## src/rtl/argmax_stream_if.sv

```systemverilog
// Stream bundle for argmax_stream: operand input channel, abort strobe and
// result output channel. The slave side is the argmax engine, the master side
// is whoever feeds operands and consumes results.
interface argmax_stream_if #(
  parameter int N = 10,
  parameter int M = 32
);
  localparam int IW = (N > 1) ? $clog2(N) : 1;

  logic          in_valid;
  logic          in_ready;
  logic [M-1:0]  in_data;
  logic          abort;
  logic          out_valid;
  logic          out_ready;
  logic [M-1:0]  max;
  logic [IW-1:0] ind;

  modport slave (
    input  in_valid, in_data, abort, out_ready,
    output in_ready, out_valid, max, ind
  );

  modport master (
    output in_valid, in_data, abort, out_ready,
    input  in_ready, out_valid, max, ind
  );
endinterface

```

## src/rtl/argmax_stream.sv

```systemverilog
// Streaming argmax engine. Operands of a frame arrive one per cycle; a single
// comparator folds each one into a running (max, index) accumulator, and the
// frame result is registered onto a valid/ready output. The next frame may
// fill the accumulator while the previous result waits for its consumer;
// only the last operand of a frame is held off when the result slot is busy.
module argmax_stream #(
  parameter int N      = 10,
  parameter int M      = 32,
  parameter bit SIGNED = 1'b0
) (
  input  logic            clk,
  input  logic            rst_n,
  argmax_stream_if.slave  s
);
  localparam int            IW   = (N > 1) ? $clog2(N) : 1;
  localparam logic [IW-1:0] LAST = IW'(N - 1);

  logic [IW-1:0] cnt;
  logic [M-1:0]  acc_max;
  logic [IW-1:0] acc_ind;

  logic accept;
  logic at_first;
  logic at_last;
  logic greater;
  logic take_new;

  assign at_first = (cnt == '0);
  assign at_last  = (cnt == LAST);

  // NOTE: in_ready is a pure function of state and out_ready; it must never
  // look at in_valid or in_data, or the handshake would form a loop upstream.
  assign s.in_ready = !(at_last && s.out_valid && !s.out_ready);
  assign accept     = s.in_valid && s.in_ready;

  // Single M-bit comparator; signed mode makes the MSB-set value the minimum.
  if (SIGNED) begin : g_signed
    assign greater = $signed(s.in_data) > $signed(acc_max);
  end else begin : g_unsigned
    assign greater = s.in_data > acc_max;
  end

  // First operand of a frame loads unconditionally; later ones only when
  // strictly greater, so ties keep the earliest index.
  assign take_new = at_first || greater;

  // Accumulator and position counter; abort rewinds to the start of a frame.
  // NOTE: all state uses non-blocking assignments so every register samples
  // the pre-edge values of its neighbours, independent of block ordering.
  always_ff @(posedge clk or negedge rst_n) begin
    if (!rst_n) begin
      cnt     <= '0;
      acc_max <= '0;
      acc_ind <= '0;
    end else if (s.abort) begin
      cnt <= '0;
    end else if (accept) begin
      cnt <= at_last ? '0 : cnt + 1'b1;
      if (take_new) begin
        acc_max <= s.in_data;
        acc_ind <= cnt;
      end
    end
  end

  // Result slot: loads when the last operand of a frame is accepted, holds
  // while unconsumed, and clears on the handshake unless refilled that cycle.
  always_ff @(posedge clk or negedge rst_n) begin
    if (!rst_n) begin
      s.out_valid <= 1'b0;
      s.max       <= '0;
      s.ind       <= '0;
    end else if (accept && at_last && !s.abort) begin
      s.out_valid <= 1'b1;
      s.max       <= take_new ? s.in_data : acc_max;
      s.ind       <= take_new ? cnt : acc_ind;
    end else if (s.out_valid && s.out_ready) begin
      s.out_valid <= 1'b0;
    end
  end
endmodule

```

## src/flat_wrapper.sv

```systemverilog
// flat-port wrapper written by rule: the top's interface ports become plain ports
module argmax_stream_flat 
#(
  parameter int N      = 10,
  parameter int M      = 32,
  parameter bit SIGNED = 1'b0
)
  (clk, rst_n, s_in_valid, s_in_data, s_abort, s_out_ready, s_in_ready, s_out_valid, s_max, s_ind);
  argmax_stream_if #(.N(N), .M(M)) s_i ();
  input  logic clk;
  input  logic rst_n;
  input wire logic [$bits(s_i.in_valid)-1:0] s_in_valid;
  input wire logic [$bits(s_i.in_data)-1:0] s_in_data;
  input wire logic [$bits(s_i.abort)-1:0] s_abort;
  input wire logic [$bits(s_i.out_ready)-1:0] s_out_ready;
  output wire logic [$bits(s_i.in_ready)-1:0] s_in_ready;
  output wire logic [$bits(s_i.out_valid)-1:0] s_out_valid;
  output wire logic [$bits(s_i.max)-1:0] s_max;
  output wire logic [$bits(s_i.ind)-1:0] s_ind;
  assign s_i.in_valid = s_in_valid;
  assign s_i.in_data = s_in_data;
  assign s_i.abort = s_abort;
  assign s_i.out_ready = s_out_ready;
  assign s_in_ready = s_i.in_ready;
  assign s_out_valid = s_i.out_valid;
  assign s_max = s_i.max;
  assign s_ind = s_i.ind;
  argmax_stream #(.N(N), .M(M), .SIGNED(SIGNED)) u_core (.clk(clk), .rst_n(rst_n), .s(s_i));
endmodule
```

## config.mk

```make
export PLATFORM = sky130hd
export DESIGN_NAME = argmax_stream_flat
export DESIGN_NICKNAME = d
export VERILOG_FILES = /design/src/rtl/argmax_stream_if.sv /design/src/rtl/argmax_stream.sv /design/src/flat_wrapper.sv
export SDC_FILE = /design/constraint.sdc
export NUM_CORES = 1
export LEC_CHECK = 0
export CORE_ASPECT_RATIO = 0.75
export CORE_MARGIN = 3
export CORE_UTILIZATION = 55
export CTS_BUF_LIST = sky130_fd_sc_hd__clkbuf_4
export DETAILED_ROUTE_END_ITERATION = 7
export PLACE_DENSITY = 0.87
export SLEW_MARGIN = 20
export SYNTH_ARGS = -nofsm -noshare
export SYNTH_HDL_FRONTEND = slang
export SYNTH_SLANG_ARGS = --single-unit
export TNS_END_PERCENT = 50
```

## constraint.sdc

```tcl
create_clock -name clk -period 5.15 [get_ports clk]
set_clock_uncertainty 0.15 [all_clocks]
set_input_delay 1.03 -clock clk [delete_from_list [all_inputs] [get_ports clk]]
set_output_delay 1.03 -clock clk [all_outputs]
set_load 0.005 [all_outputs]
```

==> out/summary.txt <==
final wirelength - 10700 um
Avg Cell Area, Syn - 9.79 sq um
Critical Path End Type - flip-flop
number of distinct library cell variants in the gate-level netlist after synthesis - 40
critical path type - in -> reg
net switching power - 525 uW
number of pins exceeding their max-slew limit in the final report - 0
DP Wirelength - 7280 um
DRT iter0 DRCs - 236
core region area - 7120 sq um
Post-synth EDFFs - 0
biggest fanout along the worst timing path - 17
placer congestion estimate - 0.815
Final #Nets - 575
filler-free cell count of the finished design - 606
insertion delay of the later-clocked pin in the worst-skew pair - 430 ps
boundary pin count - 75
total setup violations reported at the end of the flow - 0
data required time of the critical path - 5340 ps
Final Hold Vio Count - 0
final critical path time including I/O delays and setup - 3810 ps
antenna violations before repair - 0
predominant post-synthesis flop cell - dfrtp_1
Wirelength per Cell - 17.7 um
final worst-path cycle share - 0.739
cts bufs inserted - 9
total number of yosys warnings - 0
flip-flop and latch count after synthesis - 77
maximum clock insertion buffer count - 2
Crit path arrival time - 4000 ps
final routed DRC violation total - 0
vias per std cell - 5.98
Peak VDD IR - 0.168 mV
sequential cell area fraction in the yosys report - 0.457
launching element type of the critical path - input pin
clock-pin slew reported for the worst setup and hold paths after clock tree synthesis - 110 ps
number of H-tree branching levels - 3
remaining antenna violation count - 0
run status - completed
number of buffers added to fix hold violations after cts - 0
CTS Sinks - 77
CTS tree - built
worst slack after detailed placement - 1040 ps
height of the die - 81.9 um
max-cap violation count - 0
clock power share - 0.229
Relative slew margins - 0.347
area growth from synthesis to final layout - 23.3%
P per Cell Area - 304 nW/um^2
RSZ-0062 raised after global routing - no
global-route congestion overflow total - 0
post-route design area - 5200 sq um
area of the die - 8770 sq um
wire length of the first global-routing pass - 17700 um
post-route setup TNS - 0 ps
clock root buffer master - clkbuf_4
effective utilization at floorplan - 0.592
number of buffers inserted to repair setup after CTS - 0
number of instances in the synthesized netlist - 431
Total Routing Usage GR - 0.256
Worst Slack Setup Final - 1340 ps
top achievable clock speed - 263 MHz
worst min-delay path class - reg -> reg
number of instances resized during post-cts repair - 0
number of iterations in the first detailed-routing pass - 5
instance area at placement - 5070 sq um
measured slew at the worst slew-check pin - 980 ps
part of the power in combinational logic - 0.300
Cell Int Power - 1.05 mW
post-layout power - 1.58 mW
maximum number of pins on one net before global-route repair - 78
share of layout cells above drive strength 1 - 0.124
Async SR Flop Fraction - 1.00
port bufs - 74
vias in the first global route - 3783
switching share of power - 0.332
horizontal die dimension - 107 um
mapped cell area - 4220 sq um
P_leak - 2.34 nW
Row Count - 26
power share of the sequential group - 0.472
Inserted Diodes - 0
net count of the mapped netlist - 503
vias after detailed routing - 3623
Post-Place Cells - 590
[synthesized netlist by cell type, types with 2 or more instances]
library cell   n  area, sq um
a21o_1         2         15.0
a21oi_1       56          280
a31oi_1       34          213
buf_6          3         33.8
clkbuf_1      19         71.3
dfrtp_1       77         1930
ha_1          35          438
inv_1         36          135
mux2_1         6         67.6
mux2_2        28          315
mux2i_1        2         20.0
nand2_1       15         56.3
nand3_1        5         25.0
nand4_1        8         50.1
nor2_1        38          143
nor3_1         3         15.0
o21ai_0       41          205
[worst max-delay path, stage by stage]
cell and delay (ps):
clkdlybuf4s50_1 460, ha_1 350, nand4_1 160, nor4_1 640
a22o_1 720, buf_4 320, a31oi_1 100, a21oi_1 220
[layout make-up]
cell class,instances,area [sq um]
Clock buffer,11,82.6
Clock inverter,5,51.3
Fill cell,512,1920
Inverter,36,135
Multi-Input combinational cell,295,2070
Sequential cell,77,1930
Tap cell,98,123
Timing Repair Buffer,84,813
[kinds of logic (layout without fill, tap and decap cells)]
family	Yosys count	in the layout	synth area share
compound gates	145	145	0.199
simple gates	79	79	0.0875
flops	77	77	0.457
buf+inv	59	136	0.0578
mux	36	36	0.0955
fa+ha+maj	35	35	0.104
[cell usage in the layout (no fill, tap or decap), types with 11 or more instances in the layout]
cell              n
o21ai_0          41
clkbuf_4         11
dfrtp_1          77
nand2_1          15
mux2_2           28
nor2_1           38
ha_1             35
buf_4            11
inv_1            36
a21oi_1          56
clkdlybuf4s50_1  73
a31oi_1          34
[power by group through the flow]
stage               Sequential [mW]  Combinational, mW  Clock (mW)
floorplan                     0.738              0.302           0
global placement              0.746              0.439           0
detailed placement            0.754              0.465           0
CTS                           0.742              0.471       0.364
global route                  0.755              0.526       0.394
finish                        0.745              0.473       0.361
[through the flow]
| step | hold WS (ps) | utilization |
|---|---|---|
| 6_report | 364 | 0.730 |
| 3_3_place_gp | 327 | 0.711 |
| 5_1_grt | 380 | 0.730 |
| 3_5_place_dp | 335 | 0.711 |
| 2_1_floorplan | 314 | - |
| 4_1_cts | 361 | 0.730 |
[path summary, 6_finish.rpt]
path                                                 from                            to  depth (start not counted)  slack [ps]
setup reg to reg           u_core.acc_max[27]$_DFFE_PN0P_  u_core.s.max[19]$_DFFE_PN0P_                          8        1960
min in group asynchronous                           rst_n   u_core.s.max[3]$_DFFE_PN0P_                          1         610
max in group asynchronous                           rst_n   u_core.s.max[0]$_DFFE_PN0P_                          1        3630
hold / removal                u_core.s.ind[2]$_DFFE_PN0P_   u_core.s.ind[2]$_DFFE_PN0P_                          2         360
hold reg to reg               u_core.s.ind[2]$_DFFE_PN0P_   u_core.s.ind[2]$_DFFE_PN0P_                          2         360
setup / recovery                            s_in_data[27]  u_core.s.max[19]$_DFFE_PN0P_                          8        1340
[metal layers]
layer / global-route usage / share of wire / wire (um) / vias up
met5: 0 / 0 / 0 / -
met4: 0.0805 / 0.0086 / 92 / 0
met3: 0.0597 / 0.069 / 743 / 11
met2: 0.449 / 0.50 / 5390 / 145
met1: 0.317 / 0.42 / 4470 / 1776
li1: - / - / - / 1691
[sequential cells by signal (all words and copies together), names as in the netlist]
name / flops
u_core.acc_max: 32
u_core.acc_ind: 4
u_core.s.out_valid: 1
u_core.s.max: 32
u_core.s.ind: 4
u_core.cnt: 4
No activity file was read; power rests on OpenSTA's default activity.
